$ cat src/rtl/key_pkg.sv
// Shared constants and helpers for the key conditioning path.
// Latency: n/a (compile-time definitions only).
// Backpressure: n/a (no datapath).
package key_pkg;

    // Board defaults for the key conditioner.
    localparam int NUM_KEYS_DEF        = 4;
    localparam int DEBOUNCE_CYCLES_DEF = 250000;
    localparam bit ACTIVE_LOW_DEF      = 1'b1;

    // Debounce counter width; it only has to reach DEBOUNCE_CYCLES-1.
    // Kept at least one bit wide so the smallest legal window (2) still
    // has a real counter.
    function automatic int cnt_width(input int cycles);
        if (cycles <= 2) begin
            return 1;
        end
        return $clog2(cycles);
    endfunction

    // Raw pin level of a key that is not being pressed.
    function automatic logic released_level(input bit active_low);
        return active_low ? 1'b1 : 1'b0;
    endfunction

endpackage

$ cat src/rtl/key_debounce_ch.sv
// Single key channel: 2-flop synchroniser, debounce counter, level/pulse/toggle.
// Latency: a stable raw change shows on key_level_o at edge DEBOUNCE_CYCLES+2.
// Backpressure: none; outputs are free-running registered levels and pulses.
module key_debounce_ch
    import key_pkg::*;
#(
    parameter int DEBOUNCE_CYCLES = DEBOUNCE_CYCLES_DEF,
    parameter bit ACTIVE_LOW      = ACTIVE_LOW_DEF
) (
    input  logic clk,
    input  logic rst,
    input  logic key_raw_i,
    output logic key_level_o,
    output logic key_press_o,
    output logic key_release_o,
    output logic key_toggle_o
);

    localparam int             CNT_W    = cnt_width(DEBOUNCE_CYCLES);
    localparam logic           RELEASED = released_level(ACTIVE_LOW);
    localparam logic [CNT_W-1:0] CNT_LAST = CNT_W'(DEBOUNCE_CYCLES - 1);

    logic             sync1_q;
    logic             sync2_q;
    logic             sample_pressed;
    logic [CNT_W-1:0] cnt_q,     cnt_d;
    logic             level_q,   level_d;
    logic             press_q,   press_d;
    logic             release_q, release_d;
    logic             toggle_q,  toggle_d;

    // Polarity-normalised synchronised sample: 1 means the key is pressed.
    assign sample_pressed = sync2_q ^ RELEASED;

    // Debounce decision: any agreeing sample restarts the window; a full
    // window of disagreement commits the new level and fires its pulse.
    always_comb begin
        cnt_d     = cnt_q;
        level_d   = level_q;
        press_d   = 1'b0;
        release_d = 1'b0;
        toggle_d  = toggle_q;
        if (sample_pressed == level_q) begin
            cnt_d = '0;
        end else if (cnt_q == CNT_LAST) begin
            cnt_d     = '0;
            level_d   = sample_pressed;
            press_d   = sample_pressed;
            release_d = ~sample_pressed;
            if (sample_pressed) begin
                toggle_d = ~toggle_q;
            end
        end else begin
            cnt_d = cnt_q + CNT_W'(1);
        end
    end

    // State registers; synchroniser presets to the released pin level so
    // leaving reset never looks like a key edge.
    always_ff @(posedge clk) begin
        if (rst) begin
            sync1_q   <= RELEASED;
            sync2_q   <= RELEASED;
            cnt_q     <= '0;
            level_q   <= 1'b0;
            press_q   <= 1'b0;
            release_q <= 1'b0;
            toggle_q  <= 1'b0;
        end else begin
            sync1_q   <= key_raw_i;
            sync2_q   <= sync1_q;
            cnt_q     <= cnt_d;
            level_q   <= level_d;
            press_q   <= press_d;
            release_q <= release_d;
            toggle_q  <= toggle_d;
        end
    end

    assign key_level_o   = level_q;
    assign key_press_o   = press_q;
    assign key_release_o = release_q;
    assign key_toggle_o  = toggle_q;

endmodule

$ cat src/rtl/key_conditioner.sv
// Conditions raw board keys into clean level, press/release pulse and toggle.
// Latency: DEBOUNCE_CYCLES+2 edges from a stable raw change to key_level.
// Backpressure: none; every channel runs independently every cycle.
module key_conditioner
    import key_pkg::*;
#(
    parameter int NUM_KEYS        = NUM_KEYS_DEF,
    parameter int DEBOUNCE_CYCLES = DEBOUNCE_CYCLES_DEF,
    parameter bit ACTIVE_LOW      = ACTIVE_LOW_DEF
) (
    input  logic                clk,
    input  logic                rst,
    input  logic [NUM_KEYS-1:0] key_raw,
    output logic [NUM_KEYS-1:0] key_level,
    output logic [NUM_KEYS-1:0] key_press,
    output logic [NUM_KEYS-1:0] key_release,
    output logic [NUM_KEYS-1:0] key_toggle
);

    // One fully independent debounce channel per key; no arbitration.
    for (genvar g = 0; g < NUM_KEYS; g++) begin : g_ch
        key_debounce_ch #(
            .DEBOUNCE_CYCLES (DEBOUNCE_CYCLES),
            .ACTIVE_LOW      (ACTIVE_LOW)
        ) u_ch (
            .clk           (clk),
            .rst           (rst),
            .key_raw_i     (key_raw[g]),
            .key_level_o   (key_level[g]),
            .key_press_o   (key_press[g]),
            .key_release_o (key_release[g]),
            .key_toggle_o  (key_toggle[g])
        );
    end

endmodule

$ cat config.mk
export PLATFORM = sky130hd
export DESIGN_NAME = key_conditioner
export DESIGN_NICKNAME = d
export VERILOG_FILES = /design/src/rtl/key_pkg.sv /design/src/rtl/key_debounce_ch.sv /design/src/rtl/key_conditioner.sv
export SDC_FILE = /design/constraint.sdc
export NUM_CORES = 1
export LEC_CHECK = 0
export BUFFER_PORTS_ARGS = -buffer_cell sky130_fd_sc_hd__buf_2
export CAP_MARGIN = 30
export CORE_MARGIN = 2
export CORE_UTILIZATION = 50
export DETAILED_ROUTE_END_ITERATION = 10
export GPL_ROUTABILITY_DRIVEN = 0
export MAX_ROUTING_LAYER = met4
export PLACE_DENSITY = 0.65
export SLEW_MARGIN = 20
export SYNTH_ARGS = -nofsm -noshare
export SYNTH_HDL_FRONTEND = slang
export SYNTH_SLANG_ARGS = --single-unit
export TNS_END_PERCENT = 50
$ cat constraint.sdc
create_clock -name clk -period 4.5 [get_ports clk]
set_clock_uncertainty 0.2 [all_clocks]
set_input_delay 0 -clock clk [delete_from_list [all_inputs] [get_ports clk]]
set_output_delay 0 -clock clk [all_outputs]
set_load 0.02 [all_outputs]
# Yosys cells after proc, flatten, opt, wreduce, memory -nomap -nowiden
# Index checks and enable logic that the tools add are counted.
# Widths: inputs -> output; s select.
# totals
elab_cells	72
inputBits	6
output_inout_bits	16
register_bits	96
# classes
reduce_logical	16
eq_ne	8
addsub	4
n_bitwise	16
# op_table
op	n
$add 18x1->18 const B	4
$eq 18x18->1 const B	4
$reduce_or 3->1	8
$not 1->1	16
$reduce_and 3->1	4
$reduce_and 2->1	4
$eq 1x1->1	4

# Longest topological paths before layout
# depth
word_depth	4
mapped_depth	6
mapped_depth_nobuf	5

# Cells and area by module
# From an unflattened synthesis, not the netlist that was laid out.
# unflattened
hier_cells	452
hier_area_um2	4264.1
# by_module_without_submodules
module	seq_area_each_um2	n_inst	area_each_um2	cells_per_inst
key_debounce_ch	480.5	4	1066.0	113

# Worst setup path before layout
# OpenSTA, ideal clock, no wires.
# synth_path
path_kind	flip-flop to flip-flop
startpoint	register g_ch[2].u_ch.cnt_q[0]
endpoint	register g_ch[2].u_ch.cnt_q[16]
n_path_buf	0
arrival_time_ps	1529
setup_time_ps	129
required_ps	4171
stages_incl_launch_ff	6
slack_ps	2642
path_cell_list	dfxtp_1 > ha_1 > nand3_1 > nor4_1 > a31o_2 > a21oi_1
# synth_between
elab_chain_cells	2
elab_cells_between_ends	3
# synth_lines
item	line	source
start, declared	key_debounce_ch.sv:26	logic [CNT_W-1:0] cnt_q, cnt_d;
start signal, assigned	key_debounce_ch.sv:72	cnt_q <= cnt_d;
branches (longest 2 deep; another with $add 18x1->18)	n/a	
# Parallel ways; which one is timed is not known.
# A chain may end at the register's enable or synchronous reset.

# Worst setup path in the final report
# layout_path
startpoint	register g_ch[2].u_ch.cnt_q[5]
endpoint	register g_ch[2].u_ch.cnt_q[8]
# Same word-level chain as after synthesis.

==> impl_metrics.env <==
export IMPL_wl_per_cell_um=12.66
export IMPL_final_area_mm2=0.004528
export IMPL_total_power_mw=1.419
export IMPL_ir_worst_vdd_mv=0.1723
export IMPL_cellPowerDensity_mw_per_mm2=313.5
export IMPL_worstPathCellList="nor4b_1, nand4_1, o21ai_2, nor2_1"
export IMPL_hold_viol=0
export IMPL_ys_ff_latch=96
export IMPL_grt_pass1_wl_mm=13.34
export IMPL_synth_compound_area_share_pct=5.465
export IMPL_synth_warnings=0
export IMPL_critPathRequiredTime_ps=4520
export IMPL_dieHeight_um=95.79
export IMPL_avgSynthCellArea_um2=8.832
export IMPL_p_leak_nw=1.424
export IMPL_cp_end_kind="register"
export IMPL_synth_adder_area_share_pct=1.188
export IMPL_worstSkewPairLatency_ps=370
export IMPL_dieArea_mm2=0.009176
export IMPL_worst_slew_pin_slew_ps=701.9
export IMPL_grt_usage_pct=18.68
export IMPL_placed_area_mm2=0.004284
export IMPL_dieWidth_um=95.79
export IMPL_routed_wl_mm=7.586
export IMPL_overflow=0
export IMPL_core_area_mm2=0.008175
export IMPL_syn_inst=477
export IMPL_fp_row_count=33
export IMPL_synth_area_leaders="dfxtp_1, xnor2_1, nor2_1"
export IMPL_holdCritPathClass="primary input to register"
export IMPL_fin_cells=599
export IMPL_path_max_fanout=17
export IMPL_path_clk_slew_ps=110
export IMPL_cts_tree="done"
export IMPL_syn_nets=487
export IMPL_cts_path_max_buffers=2
export IMPL_drtAntennaViolNets=0
export IMPL_synth_cell_types=39
export IMPL_vias=3186
export IMPL_maxCapViolations=0
export IMPL_cts_buffers=9
export IMPL_io_pins=22
export IMPL_fin_nets=499
export IMPL_min_from="key_raw[0]"
export IMPL_muxShareOfSynthArea_pct=0
export IMPL_r2r_start="g_ch[2].u_ch.cnt_q[5]"
export IMPL_rsz0062_at_grt="no"
export IMPL_setup_worst_path_class="register to register"
export IMPL_final_layout_size_suffix_gt1_share_pct=12.15
export IMPL_clock_sinks=96
export IMPL_setup_ws_ps=2300
export IMPL_synthArstFlopShare_pct=0
export IMPL_yosys_area_top_type="dfxtp_1"
export IMPL_cp_start_kind="register"
export IMPL_antenna_found_initial=0
export IMPL_drtIter0Drc=82
export IMPL_cpPeakStageDelay_ps=630
export IMPL_grt_pass1_vias=3015
export IMPL_root_buffer="clkbuf_8"
export IMPL_slew_headroom_pct=53.20
export IMPL_dp_hpwl_mm=5.363
export IMPL_synthSimpleGateAreaFrac_pct=30.53
export IMPL_vias_per_cell=5.319
export IMPL_drc_errors=0
export IMPL_fillers=751
export IMPL_preCtsSetupSlack_ps=2230
export IMPL_n_antenna_cell=0
export IMPL_fin_crit_sh_pct=48.88
export IMPL_final_setup_tns_ps=0
export IMPL_fmax_mhz=454.6
export IMPL_slowest_stage="o21ai_2"
export IMPL_ctsResizeCount=0
export IMPL_synth_top_flop_cell="dfxtp_1"
export IMPL_synthesis_area_mm2=0.004213
export IMPL_grt_max_degree=29
export IMPL_setup_worst_path_start="g_ch[2].u_ch.cnt_q[5]"
export IMPL_finish_utilization_pct=55.39
export IMPL_synth_top_area_share_pct=45.62
export IMPL_numPortBuffers=21
export IMPL_initial_core_util_pct=51.53
export IMPL_holdWs_ps=141.3
export IMPL_finalCriticalPeriod_ps=2200
export IMPL_synth_edff_count=0
export IMPL_synth_top_family_by_area="simple AND/OR/NAND/NOR gates"
export IMPL_drtPass1Iterations=4
export IMPL_setup_viol=0
export IMPL_numPlacedInstances=577
export IMPL_synth_most_common_cell="dfxtp_1"
export IMPL_status="finished clean"
export IMPL_h_tree_depth=3
export IMPL_synthXorXnorAreaFrac_pct=11.85
export IMPL_area_delta_synth_final_pct=7.484
export IMPL_cp_arrival_ps=2220
export IMPL_synth_seq_area_share_pct=45.62
export IMPL_drv_slew=0
export IMPL_synthTopCellsByCount="dfxtp_1, nor2_1, xnor2_1"
## cells in the final DEF, fill, tap and decap left out, drive strengths merged, types with 4 or more instances in the layout
cell,n
dfxtp,96
nor2,81
xnor2,42
nand4,26
nand3,26
buf,24
nor3,21
nor4,20
nand2,19
a21oi,16
inv,16
xor2,15
or2,12
and3,11
and4,9
clkbuf,9
nor4b,5
dlygate4sd3,5
o21ai,5
and2,4
o31ai,4
or4,4
ha,4
## report_power, final
| group | internal (mW) | switching [mW] | total [mW] |
|---|---|---|---|
| clock | 0.213 | 0.329 | 0.542 |
| combinational | 0.00950 | 0.0120 | 0.0215 |
| sequential | 0.853 | 0.00260 | 0.856 |
| total | 1.08 | 0.344 | 1.42 |
## repair_timing
| item | in CTS | in global routing |
|---|---|---|
| endpoints found under the hold margin | 16 | 0 |
| buffers inserted | 0 | 0 |
| hold buffers | 5 | 0 |
## worst max-delay path: cells and delay by family (launching register included)
kind            cells  cell delay (ps)
compound gates      1              630
flops               1              370
simple gates        3              850
## path summary, 6_finish.rpt
path / to / slack [ps] / cells after the start
worst max-delay path: g_ch[2].u_ch.cnt_q[8] / 2300 / 4
worst min register to register: g_ch[1].u_ch.sync2_q / 220 / 1
worst max register to register: g_ch[2].u_ch.cnt_q[8] / 2300 / 4
worst min-delay path: g_ch[0].u_ch.sync1_q / 140 / 3
## metal layers
layer  up-vias  track usage, %  routed length [um]
met5         -               -                   0
met4         0           7.262                  90
met3        12           3.367                 228
met2        41           28.85                3453
met1      1452           24.41                3813
li1       1681               -                   -
## cell type report
| class | count | area, um2 | area share [%] |
|---|---|---|---|
| inverter | 12 | 45.04 | 0.9948 |
| timing repair buffer | 29 | 177.7 | 3.924 |
| clock inverter | 7 | 62.56 | 1.382 |
| clock buffer | 9 | 123.9 | 2.736 |
| sequential | 96 | 1922 | 42.44 |
| tap | 105 | 131.4 | 2.901 |
| multi-input combinational | 341 | 2066 | 45.62 |
## sequential cells by signal (all words and copies together), names as in the netlist
signal and count:
g_ch.u_ch.cnt_q 72, g_ch.u_ch.key_level_o 4, g_ch.u_ch.key_press_o 4, g_ch.u_ch.key_release_o 4
g_ch.u_ch.key_toggle_o 4, g_ch.u_ch.sync1_q 4, g_ch.u_ch.sync2_q 4
## cell families after synthesis
| group | Yosys count |
|---|---|
| compound gates | 36 |
| xor+xnor | 57 |
| fa+ha+maj | 4 |
| buf+inv | 40 |
| flops | 96 |
| simple gates | 244 |
Note: power is estimated with default switching activity, not from simulation.
